[config.mk]
export PLATFORM = sky130hd
export DESIGN_NAME = pipeline_hazard_sequencer
export DESIGN_NICKNAME = d
export VERILOG_FILES = /design/src/rtl/pipeline_hazard_sequencer.sv
export SDC_FILE = /design/constraint.sdc
export NUM_CORES = 1
export LEC_CHECK = 0
export BUFFER_PORTS_ARGS = -buffer_cell sky130_fd_sc_hd__buf_4
export CELL_PAD_IN_SITES_DETAIL_PLACEMENT = 1
export CELL_PAD_IN_SITES_GLOBAL_PLACEMENT = 1
export CORE_ASPECT_RATIO = 0.9
export CORE_MARGIN = 5
export CORE_UTILIZATION = 32
export CTS_BUF_LIST = sky130_fd_sc_hd__clkbuf_8 sky130_fd_sc_hd__clkbuf_16
export CTS_CLUSTER_DIAMETER = 80
export DETAILED_ROUTE_END_ITERATION = 7
export PLACE_DENSITY = 0.95
export SLEW_MARGIN = 10
export SYNTH_ARGS = -nofsm -noshare
export SYNTH_HDL_FRONTEND = slang
export SYNTH_SLANG_ARGS = --single-unit
[constraint.sdc]
create_clock -name clk -period 4.6 [get_ports clk]
set_clock_uncertainty 0.2 [all_clocks]
set_input_delay 0.23 -clock clk [delete_from_list [all_inputs] [get_ports clk]]
set_output_delay 0.23 -clock clk [all_outputs]
set_load 0.05 [all_outputs]
[src/rtl/pipeline_hazard_sequencer.sv]
// Stall/flush/micro-op sequencer for the 5-stage pipeline: load-use stalls, LM/SM expansion, memory freeze.
// Optional performance counters are built when HAZ_PERF_CNT_EN is defined.
module pipeline_hazard_sequencer #(
    parameter logic [3:0]  LW_OPCODE    = 4'b0100,
    parameter logic [3:0]  LM_OPCODE    = 4'b0110,
    parameter logic [3:0]  SM_OPCODE    = 4'b0111,
    parameter int unsigned STALL_CYCLES = 1
) (
    input  logic        clk,
    input  logic        reset,
    input  logic        mem_busy,
    input  logic        br_taken,
    input  logic [3:0]  id_opcode,
    input  logic [2:0]  id_rs1,
    input  logic        id_rs1_used,
    input  logic [2:0]  id_rs2,
    input  logic        id_rs2_used,
    input  logic [7:0]  id_reg_list,
    input  logic [3:0]  ex_opcode,
    input  logic [2:0]  ex_rd,
    input  logic        ex_reg_wr_en,
    output logic [4:0]  stage_en,
    output logic        flush_if_id,
    output logic        flush_id_ex,
    output logic        ms_active,
    output logic        ms_store,
    output logic [2:0]  ms_reg_idx,
    output logic [2:0]  ms_offset,
    output logic        ms_last,
    output logic [15:0] stall_cnt,
    output logic [15:0] flush_cnt
);

    localparam int unsigned CNT_W   = 2;
    localparam int unsigned NREG    = 8;
    localparam int unsigned IDX_W   = 3;
    localparam int unsigned STAGE_W = 5;
    localparam int unsigned PERF_W  = 16;

    localparam logic [STAGE_W-1:0] EN_ALL  = 5'b11111;
    localparam logic [STAGE_W-1:0] EN_LU   = 5'b00011;
    localparam logic [STAGE_W-1:0] EN_MS   = 5'b00111;
    localparam logic [STAGE_W-1:0] EN_NONE = 5'b00000;

    typedef enum logic [1:0] {
        RUN      = 2'd0,
        LU_STALL = 2'd1,
        MULTI    = 2'd2
    } state_t;

    state_t            state_q, state_d;
    logic [NREG-1:0]   list_q, list_d;
    logic [IDX_W-1:0]  offset_q, offset_d;
    logic              store_q, store_d;
    logic [CNT_W-1:0]  lu_cnt_q, lu_cnt_d;

    logic              lu_hazard;
    logic              ms_entry;
    logic              list_last;
    logic [IDX_W-1:0]  low_idx;

    assign lu_hazard = (ex_opcode == LW_OPCODE) && ex_reg_wr_en &&
                       ((id_rs1_used && (id_rs1 == ex_rd)) ||
                        (id_rs2_used && (id_rs2 == ex_rd)));
    assign ms_entry  = ((id_opcode == LM_OPCODE) || (id_opcode == SM_OPCODE)) &&
                       (id_reg_list != '0);
    assign list_last = (list_q & (list_q - NREG'(1))) == '0;

    // Lowest set bit of the remaining register list
    always_comb begin
        low_idx = '0;
        for (int i = NREG - 1; i >= 0; i--) begin
            if (list_q[i]) begin
                low_idx = IDX_W'(i);
            end
        end
    end

    always_ff @(posedge clk or negedge reset) begin
        if (!reset) begin
            state_q  <= RUN;
            list_q   <= '0;
            offset_q <= '0;
            store_q  <= 1'b0;
            lu_cnt_q <= '0;
        end else begin
            state_q  <= state_d;
            list_q   <= list_d;
            offset_q <= offset_d;
            store_q  <= store_d;
            lu_cnt_q <= lu_cnt_d;
        end
    end

    // Next state and pipeline controls; reset forces the reset-value outputs immediately
    always_comb begin
        state_d     = state_q;
        list_d      = list_q;
        offset_d    = offset_q;
        store_d     = store_q;
        lu_cnt_d    = lu_cnt_q;
        stage_en    = EN_ALL;
        flush_if_id = 1'b0;
        flush_id_ex = 1'b0;
        ms_active   = 1'b0;
        ms_store    = 1'b0;
        ms_reg_idx  = '0;
        ms_offset   = '0;
        ms_last     = 1'b0;

        if (!reset) begin
            stage_en = EN_ALL;
        end else if (mem_busy) begin
            stage_en = EN_NONE;
            if (state_q == MULTI) begin
                ms_store   = store_q;
                ms_reg_idx = low_idx;
                ms_offset  = offset_q;
            end
        end else if (br_taken) begin
            flush_if_id = 1'b1;
            flush_id_ex = 1'b1;
            state_d     = RUN;
            list_d      = '0;
            offset_d    = '0;
            store_d     = 1'b0;
            lu_cnt_d    = '0;
        end else begin
            case (state_q)
                MULTI: begin
                    ms_active  = 1'b1;
                    ms_store   = store_q;
                    ms_reg_idx = low_idx;
                    ms_offset  = offset_q;
                    list_d     = list_q & (list_q - NREG'(1));
                    offset_d   = offset_q + IDX_W'(1);
                    if (list_last) begin
                        ms_last  = 1'b1;
                        stage_en = EN_ALL;
                        state_d  = RUN;
                    end else begin
                        stage_en = EN_MS;
                    end
                end
                LU_STALL: begin
                    stage_en    = EN_LU;
                    flush_id_ex = 1'b1;
                    if (lu_cnt_q <= CNT_W'(1)) begin
                        lu_cnt_d = '0;
                        state_d  = RUN;
                    end else begin
                        lu_cnt_d = lu_cnt_q - CNT_W'(1);
                    end
                end
                default: begin
                    if (lu_hazard) begin
                        stage_en    = EN_LU;
                        flush_id_ex = 1'b1;
                        if (STALL_CYCLES > 1) begin
                            lu_cnt_d = CNT_W'(STALL_CYCLES - 1);
                            state_d  = LU_STALL;
                        end
                    end else if (ms_entry) begin
                        list_d      = id_reg_list;
                        offset_d    = '0;
                        store_d     = (id_opcode == SM_OPCODE);
                        stage_en    = EN_MS;
                        flush_id_ex = 1'b1;
                        state_d     = MULTI;
                    end
                end
            endcase
        end
    end

`ifdef HAZ_PERF_CNT_EN
    logic              stall_ev;
    logic              flush_ev;
    logic [PERF_W-1:0] stall_cnt_q;
    logic [PERF_W-1:0] flush_cnt_q;

    assign flush_ev = !mem_busy && br_taken;
    assign stall_ev = !mem_busy && !br_taken &&
                      ((state_q == LU_STALL) || ((state_q == RUN) && lu_hazard));

    // Saturating event counters
    always_ff @(posedge clk or negedge reset) begin
        if (!reset) begin
            stall_cnt_q <= '0;
            flush_cnt_q <= '0;
        end else begin
            if (stall_ev && (stall_cnt_q != '1)) begin
                stall_cnt_q <= stall_cnt_q + PERF_W'(1);
            end
            if (flush_ev && (flush_cnt_q != '1)) begin
                flush_cnt_q <= flush_cnt_q + PERF_W'(1);
            end
        end
    end

    assign stall_cnt = stall_cnt_q;
    assign flush_cnt = flush_cnt_q;
`else
    assign stall_cnt = '0;
    assign flush_cnt = '0;
`endif

endmodule

==> metrics.txt <==
R2R cell count 5; setup_tns 0 ns; register bit count reported by yosys 13; Nets 237; Detailed Place HPWL 3010 um; delay-heaviest family, CP simple AND/OR/NAND/NOR gates; synth unique cells 45; Worst EP arrival 2.34 ns; cell area after layout 1610 um2; I/O Pins 80; Yosys Warn Count 0; largest area contributor in the netlist dfrtp_1; Worst-Margin Slew 0.831 ns; DP Worst Slack 2.12 ns; initial core utilization 32.5%; mapped cell area 1310 um2; CTS tree yes; pwr/cell area 244 nW/um2; Worst-path clk slew 0.06 ns; wire length per cell 14.5 um; first drt pass iteration count 4; syn avg cell area 8.26 um2; CP max stage delay 0.53 ns; worst setup path endpoint ms_last; post-layout min period 2.77 ns; worst path bufs/invs 1; Synth area leaders dfrtp_1, buf_4, xnor2_1; DIE AREA 5460 um2; Reg2Reg Setup Slack 2.27 ns; core area 4020 um2; CP max stage cell or4_4; layout cells sized above 1 29.6%; DR iter-0 viols 87; first-pass GRT wire length 5950 um; RR Endpoint state_q[1]; critical path endpoint category output pin; pin count of the biggest net entering global routing 22; Max-Cap Viols 0; most common cell after layout, fill and taps aside buf_4; H-tree depth 1; commonest cells after routing, fill and taps aside buf_4, conb_1, dfrtp_1; status complete, no violations; RR Startpoint list_q[4]; post-synthesis sequential area ratio 24.9%; antenna viol nets, final 0; Max IR drop VDD 0.0827 mV; Sinks on Clock Net 13; dpl cell area 1550 um2; leakage 0.825 nW; GRT Overall Usage 13.2%; vias in the first global route 1275; CTS max path bufs 2; Post-CTS Setup Bufs 0; peak fanout along the critical path 10; Placer Congestion 0.789; crit path launch list_q[4]; # rows 22; worst-path cell chain or4_4, a2111oi_0, nor2_1, and2_4, nor3_1, buf_4; headroom to the max-slew limit 44.2%; die height 70.6 um; gr ovfl total 0; Hold Crit Depth 2; antenna violations before repair 0; Critical Path Start Type flop; Filler cells 492; share of the synthesized area in the top cell type 24.9%; path type of the worst setup path flop to output pin; via count 1286; Pins Over Slew Limit 0; DRC errors left 0; final setup margin 1.83 ns; # diodes 0; CTS buffer count 3; CTS Root Cell clkbuf_8; Area growth, synth to finish 23.1%; unrepaired setup endpoints after global routing no; final hold vios 0; final setup fails 0; HP Start id_reg_list[6]; Syn Inst Count 158; die width 77.3 um; port bufs 47; min-delay worst type input pin to flop; Final period util 60.2%; Via density 5.12; clk_lat worst skew 0.24 ns; Achievable Freq 0.361 GHz; Worst EP required 4.17 ns; Crit path depth 6; DRT Wirelength 3640 um
## worst min path at each step
stage / endpoint / slack [ns]
floorplan: list_q[0] / -0.27
global placement: list_q[2] / -0.09
detailed placement: list_q[5] / -0.09
CTS: list_q[6] / 0.02
global route: list_q[7] / 0.03
finish: list_q[6] / 0.02
## per-stage QoR
| step | utilization (%) | hold WS (ns) | total power, W | cells |
|---|---|---|---|---|
| after global routing | 40.0 | 0.0257 | 0.000414 | 251 |
| after detailed placement | 38.6 | -0.0865 | 0.000291 | 246 |
| after global placement | 38.6 | -0.0894 | 0.000288 | 246 |
| final | 40.0 | 0.0155 | 0.000392 | 251 |
| after CTS | 40.0 | 0.0181 | 0.000393 | 251 |
| after floorplan | - | -0.266 | 0.000271 | 189 |
## state kept, by name (all words and copies together), names as in the netlist
| name | count |
|---|---|
| state_q | 1 |
| store_q | 1 |
| list_q | 8 |
| offset_q | 3 |
## power breakdown
group          internal (W)  switching, W
sequential         0.000120     0.0000110
combinational     0.0000483      0.000111
clock             0.0000590     0.0000423
total              0.000228      0.000165
## worst register-to-register path, cell delays in order, from the launching register on
cell	delay, ns
dfrtp_1	0.47
or4_4	0.53
a2111oi_0	0.41
nor2_1	0.12
and2_4	0.16
a221o_1	0.32
## area by class of cell
type | instances | area [um2] | area share [%]
well taps | 48 | 60.1 | 3.74
flip-flops and latches | 13 | 325 | 20.2
clock inverters | 1 | 3.75 | 0.234
clock buffers | 3 | 41.3 | 2.57
multi-input cells | 131 | 787 | 49.0
inverters | 7 | 26.3 | 1.64
repair buffers | 48 | 363 | 22.6
## Yosys cell counts, drive strengths merged
library cell / n
nand2: 8
nor3: 7
ha: 1
o21bai: 1
nor2b: 3
clkbuf: 1
xnor2: 6
o2bb2ai: 2
o21ai: 7
and2: 5
and3: 6
nor2: 5
inv: 7
dfrtp: 13
conb: 1
a22o: 1
a211oi: 1
or4: 2
a21oi: 8
o2111ai: 1
nor4: 8
a221o: 5
or2: 1
a21bo: 1
nand4: 2
nand3b: 1
or3: 1
o41ai: 1
mux2i: 1
a21o: 2
o211ai: 1
buf: 37
o31a: 2
mux2: 2
o211a: 2
a2111oi: 2
nand3: 3
## logic make-up (layout without fill, tap and decap cells)
logic type	count (synthesis)	in the layout	synth area share (%)
buffers and inverters	45	59	23.7
other	1	32	0.287
multiplexers	3	3	2.49
XOR/XNOR	6	6	4.03
adder cells (fa/ha/maj)	1	1	0.959
AO/OA/AOI/OAI	37	37	21.3
flip-flops	13	13	24.9
AND/OR/NAND/NOR	52	52	22.3
## metal layers
metal | vias to the layer above | part of all wire (%) | global-route usage (%)
li1 | 603 | - | -
met1 | 614 | 43 | 16.8
met2 | 64 | 50 | 22.1
met3 | 5 | 6.8 | 2.16
met4 | 0 | 1.1 | 5.15
met5 | - | 0 | 0
## timing repair
| action | 4_1_cts | 5_1_grt |
|---|---|---|
| endpoints found under the hold margin | 13 | 0 |
| hold buffers | 1 | 0 |
| gates resized for setup | 0 | 0 |
Note: power is estimated with default switching activity, not from simulation.
